**src/rtl/kw_scan_if.sv**
```systemverilog
// Symbol/result handshake bundle for the keyword-scan controller.
// Both channels use the same valid/ready rule: a transfer happens on a rising
// clk edge where valid and ready are both 1; the sender holds valid and its
// payload steady until that edge, and ready may depend on state but never on
// the same-cycle valid.
interface kw_scan_if #(
  parameter int BW = 2
);
  logic          in_valid;
  logic          in_ready;
  logic [7:0]    in_data;
  logic          out_valid;
  logic          out_ready;
  logic [7:0]    out_code;
  logic          out_hit;
  logic [BW-1:0] out_bank;

  // Producer of symbols / consumer of results.
  modport master (
    output in_valid, in_data, out_ready,
    input  in_ready, out_valid, out_code, out_hit, out_bank
  );

  // The scan controller itself.
  modport slave (
    input  in_valid, in_data, out_ready,
    output in_ready, out_valid, out_code, out_hit, out_bank
  );
endinterface

```
**src/rtl/kw_scan_ctrl.sv**
```systemverilog
// Keyword-scan controller: NBANK programmable 64-bit keyword banks (8 symbols
// each), one symbol accepted at a time, banks walked one per cycle through a
// single shared 8-way byte comparator, registered result plus a saturating
// hit counter.
module kw_scan_ctrl #(
  parameter int NBANK = 4,
  parameter int BW    = 2
) (
  input  logic          clk,
  input  logic          reset,
  input  logic          cfg_we,
  input  logic [BW-1:0] cfg_addr,
  input  logic [63:0]   cfg_data,
  input  logic          cfg_clr,
  kw_scan_if.slave      bus,
  output logic          busy,
  output logic [15:0]   stat_hits,
  output logic [1:0]    state_dbg
);

  typedef enum logic [1:0] {
    IDLE   = 2'd0,
    SCAN   = 2'd1,
    RESULT = 2'd2
  } state_t;

  localparam logic [BW-1:0] LAST_BANK = BW'(NBANK - 1);

  state_t          state_q, state_d;
  logic [BW-1:0]   ptr_q, ptr_d;
  logic [7:0]      sym_q, sym_d;
  logic [7:0]      code_q, code_d;
  logic            hit_q, hit_d;
  logic [BW-1:0]   res_bank_q, res_bank_d;
  logic [15:0]     hit_cnt_q, hit_cnt_d;

  logic [63:0]     kw_mem [NBANK];
  logic [NBANK-1:0] valid_q;

  logic [63:0]     cur_bank;
  logic            byte_eq;
  logic            hit_now;
  logic [7:0]      miss_code;

  // Keyword bank storage; clear-then-write ordering lets a simultaneous
  // cfg_we leave its own bank valid while every other bank is cleared.
  always_ff @(posedge clk or negedge reset) begin
    if (!reset) begin
      for (int i = 0; i < NBANK; i++) kw_mem[i] <= '0;
      valid_q <= '0;
    end else begin
      if (cfg_clr) valid_q <= '0;
      if (cfg_we) begin
        kw_mem[cfg_addr]  <= cfg_data;
        valid_q[cfg_addr] <= 1'b1;
      end
    end
  end

  // Shared comparator: the latched symbol against all 8 bytes of bank[ptr].
  // Reads the registered bank, so a same-cycle write is not yet visible.
  always_comb begin
    cur_bank = kw_mem[ptr_q];
    byte_eq  = 1'b0;
    for (int k = 0; k < 8; k++) begin
      if (cur_bank[8*k +: 8] == sym_q) byte_eq = 1'b1;
    end
    hit_now = valid_q[ptr_q] & byte_eq;
  end

  // Code reported when no valid bank holds the symbol.
  always_comb begin
    miss_code = 8'd0;
    if (sym_q == 8'd7)      miss_code = 8'd63;
    else if (sym_q == 8'd9) miss_code = 8'd191;
  end

  // State, scan pointer, symbol, result and counter registers.
  always_ff @(posedge clk or negedge reset) begin
    if (!reset) begin
      state_q    <= IDLE;
      ptr_q      <= '0;
      sym_q      <= '0;
      code_q     <= '0;
      hit_q      <= 1'b0;
      res_bank_q <= '0;
      hit_cnt_q  <= '0;
    end else begin
      state_q    <= state_d;
      ptr_q      <= ptr_d;
      sym_q      <= sym_d;
      code_q     <= code_d;
      hit_q      <= hit_d;
      res_bank_q <= res_bank_d;
      hit_cnt_q  <= hit_cnt_d;
    end
  end

  // Next-state logic: accept in IDLE, walk banks in SCAN, hold the result
  // in RESULT until the consumer takes it.
  always_comb begin
    state_d    = state_q;
    ptr_d      = ptr_q;
    sym_d      = sym_q;
    code_d     = code_q;
    hit_d      = hit_q;
    res_bank_d = res_bank_q;
    hit_cnt_d  = hit_cnt_q;
    case (state_q)
      IDLE: begin
        if (bus.in_valid) begin
          sym_d   = bus.in_data;
          ptr_d   = '0;
          state_d = SCAN;
        end
      end
      SCAN: begin
        if (hit_now) begin
          hit_d      = 1'b1;
          res_bank_d = ptr_q;
          code_d     = 8'd127;
          state_d    = RESULT;
        end else if (ptr_q == LAST_BANK) begin
          hit_d      = 1'b0;
          res_bank_d = '0;
          code_d     = miss_code;
          state_d    = RESULT;
        end else begin
          ptr_d = ptr_q + BW'(1);
        end
      end
      RESULT: begin
        if (bus.out_ready) begin
          state_d = IDLE;
          if (hit_q && (hit_cnt_q != 16'hFFFF)) hit_cnt_d = hit_cnt_q + 16'd1;
        end
      end
      default: state_d = IDLE;
    endcase
  end

  // in_ready is gated by reset so it reads 0 while reset is held low.
  assign bus.in_ready  = reset & (state_q == IDLE);
  assign bus.out_valid = (state_q == RESULT);
  assign bus.out_code  = code_q;
  assign bus.out_hit   = hit_q;
  assign bus.out_bank  = res_bank_q;
  assign busy          = (state_q != IDLE);
  assign stat_hits     = hit_cnt_q;
  assign state_dbg     = state_q;

endmodule

```
**src/flat_wrapper.sv**
```systemverilog
// flat-port wrapper written by rule: the top's interface ports become plain ports
module kw_scan_ctrl_flat 
#(
  parameter int NBANK = 4,
  parameter int BW    = 2
)
  (clk, reset, cfg_we, cfg_addr, cfg_data, cfg_clr, busy, stat_hits, state_dbg, bus_in_valid, bus_in_data, bus_out_ready, bus_in_ready, bus_out_valid, bus_out_code, bus_out_hit, bus_out_bank);
  kw_scan_if #(.BW(BW)) bus_i ();
  input  logic clk;
  input  logic reset;
  input  logic cfg_we;
  input  logic [BW-1:0] cfg_addr;
  input  logic [63:0] cfg_data;
  input  logic cfg_clr;
  output logic busy;
  output logic [15:0] stat_hits;
  output logic [1:0] state_dbg;
  input wire logic [$bits(bus_i.in_valid)-1:0] bus_in_valid;
  input wire logic [$bits(bus_i.in_data)-1:0] bus_in_data;
  input wire logic [$bits(bus_i.out_ready)-1:0] bus_out_ready;
  output wire logic [$bits(bus_i.in_ready)-1:0] bus_in_ready;
  output wire logic [$bits(bus_i.out_valid)-1:0] bus_out_valid;
  output wire logic [$bits(bus_i.out_code)-1:0] bus_out_code;
  output wire logic [$bits(bus_i.out_hit)-1:0] bus_out_hit;
  output wire logic [$bits(bus_i.out_bank)-1:0] bus_out_bank;
  assign bus_i.in_valid = bus_in_valid;
  assign bus_i.in_data = bus_in_data;
  assign bus_i.out_ready = bus_out_ready;
  assign bus_in_ready = bus_i.in_ready;
  assign bus_out_valid = bus_i.out_valid;
  assign bus_out_code = bus_i.out_code;
  assign bus_out_hit = bus_i.out_hit;
  assign bus_out_bank = bus_i.out_bank;
  kw_scan_ctrl #(.NBANK(NBANK), .BW(BW)) u_core (.clk(clk), .reset(reset), .cfg_we(cfg_we), .cfg_addr(cfg_addr), .cfg_data(cfg_data), .cfg_clr(cfg_clr), .bus(bus_i), .busy(busy), .stat_hits(stat_hits), .state_dbg(state_dbg));
endmodule
```
**config.mk**
```make
export PLATFORM = sky130hd
export DESIGN_NAME = kw_scan_ctrl_flat
export DESIGN_NICKNAME = d
export VERILOG_FILES = /design/src/rtl/kw_scan_if.sv /design/src/rtl/kw_scan_ctrl.sv /design/src/flat_wrapper.sv
export SDC_FILE = /design/constraint.sdc
export NUM_CORES = 1
export LEC_CHECK = 0
export CAP_MARGIN = 25
export CELL_PAD_IN_SITES_DETAIL_PLACEMENT = 1
export CELL_PAD_IN_SITES_GLOBAL_PLACEMENT = 1
export CORE_ASPECT_RATIO = 1.2
export CORE_UTILIZATION = 50
export DETAILED_ROUTE_END_ITERATION = 10
export GPL_TIMING_DRIVEN = 1
export PLACE_DENSITY_LB_ADDON = 0.08
export SYNTH_ARGS = -nofsm -noshare
export SYNTH_HDL_FRONTEND = slang
export SYNTH_SLANG_ARGS = --single-unit
```
**constraint.sdc**
```tcl
create_clock -name clk -period 4.55 [get_ports clk]
set_input_delay 0.455 -clock clk [delete_from_list [all_inputs] [get_ports clk]]
set_output_delay 0.455 -clock clk [all_outputs]
set_load 0.01 [all_outputs]
```
* Yosys cells after proc, flatten, opt, wreduce, memory -nomap -nowiden
Index checks and enable logic that the tools add are counted.
** Word-level totals
- Bits in registers :: 299
- Output and inout bits :: 32
- Input bits :: 80
** Operators by class
- Add/sub/neg operators :: 2
- Order comparisons :: 6
- Reduce and logical (&&, ||, !) cells :: 12
- Bitwise operators :: 5
- Equal/unequal tests :: 19
- Mux-type cells :: 37
** Operator list (number)
- $bwmux 256 :: 1
- $mux 64 :: 3
- $bmux 64 s2 :: 1
- $demux 64 s2 :: 1
- $eq 8x8->1 :: 8
- $mux 8 :: 4
- $mux 2 :: 9
- $add 16x1->16 const B :: 1
- $ne 16x16->1 const B :: 1
- $mux 1 :: 12
- $eq 8x3->1 const B :: 1
- $eq 8x4->1 const B :: 1
- $mux 4 :: 2
- $ne 2x2->1 const B :: 4
- $ge 3x3->1 const B :: 2
- $lt 2x3->1 const B :: 2
- $not 2->3 :: 2
- $pmux 2 s3 :: 1
- $reduce_and 3->1 :: 2
- $reduce_bool 2->1 :: 3
- $eq 2x2->1 const B :: 2
- $or 4x4->4 :: 1
- $pmux 2 s2 :: 1
- $reduce_and 2->1 :: 2
- other kinds (11) :: 14

* Depth between registers and ports, before layout
Gate-level depths: netlist (run 1).
- Depth in word-level cells :: 16
- Mapped depth :: 11
- Mapped depth without buffers :: 7

* Least setup slack after synthesis (run 1)
No wires, ideal clock.
- Path type :: register to register
- Start :: reg u_core.ptr_q[0]
- End :: reg u_core.code_q[7], in the netlist u_core.bus.out_code[7]
- Path slack :: 1.917 ns
- Library setup time :: 0.067 ns
- Cell stages (with the launch flop) :: 12
- Buffers on the path :: 4
- Arrival time :: 2.567 ns
- Cell sequence :: dfrtp_1 buf_6 buf_12 buf_12 buf_12 mux4_1 xnor2_1 nand4_1 nor2_1 or4_4 o211ai_2 and3_1
** On the way
- Word-level cells in the longest chain between the ends :: 16
- Elaborated cells between the ends (all ways) :: 27
- Classes of those cells :: 9 x eq/ne; 14 x mux; 2 x bitwise; 2 x reduce/logical
** RTL lines
- start, declared :: line kw_scan_ctrl.sv:30 : logic [BW-1:0] ptr_q, ptr_d;
- start signal, assigned :: line kw_scan_ctrl.sv:90 : ptr_q <= ptr_d;
- $not 2->3 (implied by the code) :: line kw_scan_ctrl.sv:63 : cur_bank = kw_mem[ptr_q];
- $bmux 64 s2 :: line kw_scan_ctrl.sv:63
- $mux 64 (implied by the code) (2 in a row) :: line kw_scan_ctrl.sv:63
- $eq 8x8->1 :: line kw_scan_ctrl.sv:66 : if (cur_bank[8*k +: 8] == sym_q) byte_eq = 1'b1;
- $mux 1 (8 in a row) :: line kw_scan_ctrl.sv:66
- $and 1x1->1 :: line kw_scan_ctrl.sv:68 : hit_now = valid_q[ptr_q] & byte_eq;
- $reduce_bool 2->1 (no line)
- $reduce_and 2->1 (no line)
- end signal, assigned :: line kw_scan_ctrl.sv:92 : code_q <= code_d;
- end, declared :: line kw_scan_ctrl.sv:32 : logic [7:0] code_q, code_d;
Several ways; a longest one is shown, not always the timed one. The select of a mux whose other input is x is not followed.
A chain may end at the register's enable or synchronous reset.

* Worst setup path in the final report (run 1)
- Start :: reg u_core.ptr_q[0]
- End :: reg u_core.ptr_q[0]
** On the way
- Word-level cells in the longest chain between the ends :: 16
- Elaborated cells between the ends (all ways) :: 31
- Classes of those cells :: 1 x add/sub; 11 x eq/ne; 16 x mux; 2 x bitwise; 1 x reduce/logical
** RTL lines (line)
- $not 2->3 (implied by the code) :: kw_scan_ctrl.sv:63
- $bmux 64 s2 :: kw_scan_ctrl.sv:63
- $mux 64 (implied by the code) (2 in a row) :: kw_scan_ctrl.sv:63
- $eq 8x8->1 :: kw_scan_ctrl.sv:66
- $mux 1 (8 in a row) :: kw_scan_ctrl.sv:66
- $and 1x1->1 :: kw_scan_ctrl.sv:68
- $ne 2x2->1 (no line)
- $reduce_and 4->1 (no line)
Several ways; a longest one is shown, not always the timed one. The select of a mux whose other input is x is not followed.

==> out/qor.yml, run 1 <==
placement:
  dpl.hpwl_mm: 20.16
  dpl.cell_count: 1277
  place_congestion: 0.7771
  pre_cts_slack_ns: 1.295
  io_buffer_count: 111
synthesis:
  avgSynthCellArea_um2: 15.42
  synthCells: 882
  synth_cell_types: 41
  syn-cell-area_mm2: 0.01360
  yosysWarningCount: 0
  yosysSeqAreaShare: 0.5392
  synth-seq-cells: 293
  syn_nets: 964
routing:
  wl_mm: 32.41
  routed_via_density: 5.913
  avgRoutedWirePerCell_um: 24.26
  drt_pre_antenna_iters: 9
  drtIter0Drc: 343
  antenna_left: 0
  drc: 3
  vias: 7900
worst_hold_path:
  hold_path_class: "input pin to asynchronous set/reset pin"
cells_and_area:
  utilization: 0.6037
  fillers: 2437
  diodes: 0
  final_net_count: 1058
  multi_input_area_mm2: 0.005909
  register_area_mm2: 0.007340
  drive_gt1_frac: 0.3796
  area_growth_pct: 17.70
  final_cells: 1336
sta:
  fin_worst_skew_ns: 0.02231
  tightest_slew_ns: 1.068
  final_max_slew_viol_count: 0
  min_period_ns: 3.238
  post-route-period-util: 0.7116
  finalHoldViolCount: 4
  max_freq_mhz: 308.9
  grt_setup_unrepaired: "false"
  slew_headroom: 0.2878
  finalWorstSetupSlack_ns: 1.312
  setup_violations: 0
  finalSetupTns_ns: 0
  whs_ns: -0.01583
die:
  die_w_um: 152.5
  die_h_um: 182.7
  start_util: 0.5129
  dieArea_mm2: 0.02786
  rows: 65
  design.portCount: 112
  coreArea_mm2: 0.02651
clock_tree:
  post_cts_buffers: 0
  hold_buffers: 0
  post_cts_resized: 0
  clk_pin_slew_ns: 0.06
  cts_tree: "done"
  cts_root_buf: "clkbuf_16"
  cts_htree_levels: 1
  clk_latency_ns: 0.56
  cts_buffers: 31
  cts_buffer_depth: 3
  cts_sinks: 293
global_route:
  overflow: 0
  grtUsageTotal: 0.2433
  grt_max_degree: 166
  antenna_found_initial: 0
  grt_pass1_wl_mm: 52.34
  grt_pass1_vias: 9059
worst_setup_path:
  cp_data_required_time_ns: 4.97
  crit_fanout: 25
  crit_arrival_ns: 3.66
  crit_family: "simple AND/OR/NAND/NOR gates"
  crit_chain: "buf_4, mux4_1, xnor2_1, nand4_1, nor2_1, nor4_1, a21oi_1, or3_1"
  max_stage_delay_ns: 0.75
  end_kind: "flop"
  worstSetupPathType: "flop to flop"
  cp_num_buf_inv: 1
  start_kind: "flop"
  crit_path_top_delay_cell: "dfrtp_4"
status:
  status: "complete, but fails checks"
  violations: "design-rule violations, negative hold slack"
pwr:
  ir_worst_vdd_mv: 0.2957
  p_per_area_mw_per_mm2: 566.5
  p_leak_nw: 6.560
job:
  maxCapViolations: 0
[flip-flops by register name (all words and copies together), names as in the netlist]
register             flops
u_core.bus.out_bank      2
u_core.bus.out_code      3
u_core.kw_mem          256
u_core.ptr_q             2
u_core.stat_hits        16
u_core.state_dbg         2
u_core.sym_q             8
u_core.valid_q           4
[per-layer routing]
metal / vias to the layer above / track usage / routed length (µm)
li1: 3446 / - / -
met1: 4247 / 0.3276 / 13980
met2: 162 / 0.4227 / 16680
met3: 45 / 0.02660 / 1109
met4: 0 / 0.06465 / 642
met5: - / 0 / 0
[power breakdown]
group | internal [mW] | leakage [nW] | switching, mW
clock | 1.49 | 0.509 | 1.03
combinational | 1.68 | 2.54 | 1.01
sequential | 3.10 | 3.51 | 0.747
total | 6.28 | 6.56 | 2.79
[per-stage QoR]
| stage | cell area [µm²] | power (mW) |
|---|---|---|
| floorplan | 13600 | 5.784 |
| global placement | 14870 | 6.421 |
| detailed placement | 14950 | 6.605 |
| CTS | 15980 | 9.185 |
| global route | 16010 | 9.520 |
| finish | 16010 | 9.067 |
[Yosys cell counts, drive strengths merged]
library cell | number | share of area
a21boi | 1 | 0.00055
a21o | 1 | 0.00055
a21oi | 2 | 0.00074
a41oi | 1 | 0.00064
and2 | 2 | 0.00092
and3 | 5 | 0.0023
and4 | 3 | 0.0019
buf | 24 | 0.016
clkbuf | 37 | 0.010
dfrtp | 293 | 0.54
ha | 2 | 0.0018
inv | 5 | 0.0014
mux2 | 265 | 0.22
mux4 | 65 | 0.11
nand2 | 15 | 0.0041
nand2b | 5 | 0.0023
nand3 | 9 | 0.0033
nand3b | 3 | 0.0017
nand4 | 21 | 0.0097
nor2 | 12 | 0.0033
nor2b | 3 | 0.0014
nor3 | 2 | 0.00074
nor3b | 1 | 0.00055
nor4 | 2 | 0.00092
o211ai | 5 | 0.0031
o21ai | 8 | 0.0029
o2bb2ai | 1 | 0.00064
o31ai | 1 | 0.00055
o41ai | 1 | 0.00064
or2 | 1 | 0.00046
or3 | 4 | 0.0018
or4 | 2 | 0.0014
or4b | 1 | 0.00074
xnor2 | 76 | 0.049
xor2 | 3 | 0.0019
[cells in the final DEF (no fill, tap or decap), drive strengths merged, types with 2 or more instances in the layout]
cell type,count
clkinv,7
nand2b,5
mux4,65
a21oi,2
buf,12
o211ai,5
dfrtp,293
clkbuf,47
o21ai,8
xor2,3
nand4,21
and3,5
and4,3
xnor2,76
or4,2
and2,2
nor2b,3
inv,6
nand3,9
bufinv,2
nand3b,3
nor2,12
nor4,2
clkdlybuf4s50,110
ha,2
or3,4
mux2,265
nor3,2
nand2,15
[cell type report]
type	count	share of cell area
Sequential cell	293	0.4586
Multi-Input combinational cell	523	0.3692
Timing Repair Buffer	122	0.08068
Clock buffer	47	0.05722
Tap cell	335	0.02619
Clock inverter	11	0.006957
Inverter	5	0.001173
[kinds of logic after synthesis]
family / Yosys count / synth area share
buffers and inverters: 66 / 0.02751
muxes: 330 / 0.3326
xor gates and xnor gates: 79 / 0.05088
AOI/OAI and AO/OA: 21 / 0.01040
adders and majority gates: 2 / 0.001840
DFF: 293 / 0.5392
and+or+nand+nor: 91 / 0.03754
[path summary, 6_finish.rpt]
kind,startpoint,end,slack [ns],cells past startpoint
max,u_core.ptr_q[0],u_core.ptr_q[0],1.31,8
min reg2reg,u_core.stat_hits[5],u_core.stat_hits[5],0.49,1
min,reset,u_core.kw_mem[74],-0.02,1
max reg2reg,u_core.ptr_q[0],u_core.ptr_q[0],1.31,8
max in group asynchronous,reset,u_core.kw_mem[99],3.12,2
min in group clk,u_core.stat_hits[5],u_core.stat_hits[5],0.49,1
No activity file was read; power rests on OpenSTA's default activity.
==> inputs of run 2 (changes only) <==
--- a/config.mk
+++ b/config.mk
@@ -9,7 +9,7 @@
 export CELL_PAD_IN_SITES_DETAIL_PLACEMENT = 1
 export CELL_PAD_IN_SITES_GLOBAL_PLACEMENT = 1
 export CORE_ASPECT_RATIO = 1.2
-export CORE_UTILIZATION = 50
+export CORE_UTILIZATION = 49
 export DETAILED_ROUTE_END_ITERATION = 10
 export GPL_TIMING_DRIVEN = 1
 export PLACE_DENSITY_LB_ADDON = 0.08
==> constraint.sdc (replaced) <==
create_clock -name clk -period 3.1 [get_ports clk]
set_input_delay 0.31 -clock clk [delete_from_list [all_inputs] [get_ports clk]]
set_output_delay 0.31 -clock clk [all_outputs]
set_load 0.01 [all_outputs]
==> out/qor.yml, run 2 (synthesis gave the netlist of run 1 again) <==
placement:
  pre_cts_slack_ns: 0.1510  # -1.144 ns
  dpl.hpwl_mm: 20.49  # +1.6%
  place_congestion: 0.7626  # -1.9%
  dpl_cell_area_mm2: 0.01509  # +0.96%
  io_buffer_count: 111  # unchanged
  dpl.cell_count: 1292  # +1.2%
die:
  design.portCount: 112  # unchanged
  die_h_um: 184.5  # +1.0%
  dieArea_mm2: 0.02842  # +2.0%
  rows: 66  # +1.5%
  start_util: 0.5005  # -0.01238
  coreArea_mm2: 0.02717  # +2.5%
  die_w_um: 154.1  # +1.0%
pwr:
  p_per_area_mw_per_mm2: 823.4  # +45%
  ir_worst_vdd_mv: 0.5217  # +76%
  p_leak_nw: 6.576  # +0.25%
  p_total_mw: 13.20  # +46%
clock_tree:
  clk_pin_slew_ns: 0.06  # about the same
  post_cts_buffers: 0  # unchanged
  cts_buffer_depth: 3  # unchanged
  cts_sinks: 293  # unchanged
  cts_root_buf: "clkbuf_16"
  cts_buffers: 31  # unchanged
  cts_htree_levels: 1  # unchanged
  clk_latency_ns: 0.56  # about the same
  cts_tree: "done"
sta:
  grt_setup_unrepaired: "false"
  finalHoldViolCount: 0  # -4
  max_freq_mhz: 342.3  # +11%
  finalSetupTns_ns: 0  # unchanged
  whs_ns: 0.2771  # +0.2930 ns
  tightest_slew_ns: 0.9338  # -0.1345 ns
  setup_violations: 0  # unchanged
  min_period_ns: 2.922  # -0.3158 ns
  finalWorstSetupSlack_ns: 0.1783  # -1.134 ns
  post-route-period-util: 0.9425  # +0.2309
  fin_worst_skew_ns: 0.008387  # -0.01392 ns
  final_max_slew_viol_count: 0  # unchanged
  slew_headroom: 0.3775  # +0.08968
worst_setup_path:
  crit_chain: "buf_12, mux4_1, xnor2_1, nand4_1, nor2_1, or4_1, o211ai_2, and3_1"
  start_kind: "flop"
  end_kind: "flop"
  crit_arrival_ns: 3.42  # -0.24 ns
  worstSetupPathType: "flop to flop"
  cp_num_buf_inv: 1  # unchanged
  crit_path_top_delay_cell: "mux4_1"
  crit_family: "simple AND/OR/NAND/NOR gates"
  max_stage_delay_ns: 0.60  # -0.15 ns
  crit_fanout: 23  # -8.0%
  cp_data_required_time_ns: 3.60  # -1.37 ns
global_route:
  antenna_found_initial: 0  # unchanged
  grt_pass1_wl_mm: 52.60  # +0.50%
  grt_max_degree: 120  # -28%
  grtUsageTotal: 0.2433  # about the same
  overflow: 0  # unchanged
  grt_pass1_vias: 9210  # +1.7%
worst_hold_path:
  hold_path_class: "input pin to asynchronous set/reset pin"
routing:
  avgRoutedWirePerCell_um: 24.22  # -0.14%
  vias: 7927  # +0.34%
  drc: 0  # -3
  drtIter0Drc: 274  # -20%
  drt_pre_antenna_iters: 4  # -5
  wl_mm: 32.58  # +0.53%
  antenna_left: 0  # unchanged
  routed_via_density: 5.894  # -0.33%
status:
  status: "finished clean"
cells_and_area:
  utilization: 0.5902  # -0.01346
  fillers: 2501  # +2.6%
  register_area_mm2: 0.007337  # about the same
  largest_reg_flops: 256  # unchanged
  final_common_cell: "dfrtp_1"
  multi_input_area_mm2: 0.005909  # unchanged
  diodes: 0  # unchanged
  final_net_count: 1068  # +0.95%
  design_area_mm2: 0.01604  # +0.19%
  final_cells: 1345  # +0.67%
  area_growth_pct: 17.92
  drive_gt1_frac: 0.3811  # +0.001474
  regMostFlops: "u_core.kw_mem"
  final_cell_mix: "dfrtp_1 (291), mux2_2 (265), clkdlybuf4s50_1 (110)"
job:
  maxCapViolations: 0  # unchanged
## run 2: changes by cell type in the layout (fill, tap and decap cells not counted), sizes merged
cell / previous run / this run
buf: 12 / 21
bufinv: 2 / 0
clkbuf: 47 / 45
clkinv: 7 / 5
clkinvlp: 1 / 0
dlygate4sd3: 0 / 1
inv: 6 / 7
## run 2: power by group
part | internal [mW] | total (mW) | switching (mW)
sequential | 4.56 | 5.32 | 0.760
clock | 1.97 | 3.44 | 1.48
combinational | 2.59 | 4.44 | 1.85
total | 9.12 | 13.2 | 4.08
## run 2: layout make-up
cell class                 count  share of cell area
clock buffer                  45             0.05540
clock inverter                 7            0.002653
inverter                       5            0.001170
multi-input combinational    523              0.3685
sequential                   293              0.4576
tap                          340             0.02653
timing repair buffer         132             0.08817
## run 2: worst register-to-register path, stage by stage (launching register included)
cell	delay, ns
dfrtp_4	0.58
buf_12	0.27
mux4_1	0.62
xnor2_1	0.14
nand4_1	0.13
nor2_1	0.09
or4_1	0.56
o211ai_2	0.29
and3_1	0.18
## run 2: path summary, 6_finish.rpt
| check | slack [ns] | from | to | cells past startpoint |
|---|---|---|---|---|
| setup / recovery | 0.18 | u_core.ptr_q[0] | u_core.bus.out_code[7] | 8 |
| hold / removal | 0.28 | reset | u_core.kw_mem[205] | 2 |
| setup reg to reg | 0.18 | u_core.ptr_q[0] | u_core.bus.out_code[7] | 8 |
| hold reg to reg | 0.49 | u_core.valid_q[0] | u_core.valid_q[0] | 1 |
| max in group asynchronous | 1.74 | reset | u_core.ptr_q[0] | 3 |
| min in group clk | 0.37 | bus_in_data[2] | u_core.sym_q[2] | 2 |
## run 2: what timing repair did
| action | 4_1_cts | 5_1_grt |
|---|---|---|
| endpoints found under the setup margin | 0 | 1 |
| hold endpoints to repair | 56 | 0 |
| resized for setup | 0 | 1 |
| hold buffers | 1 | 0 |
## run 2: layer usage
metal  GRT usage  routed length (µm)
met3     0.03080                1022
met1      0.3115               13790
met5           0                   0
met4     0.06160                 641
met2      0.4375               17120
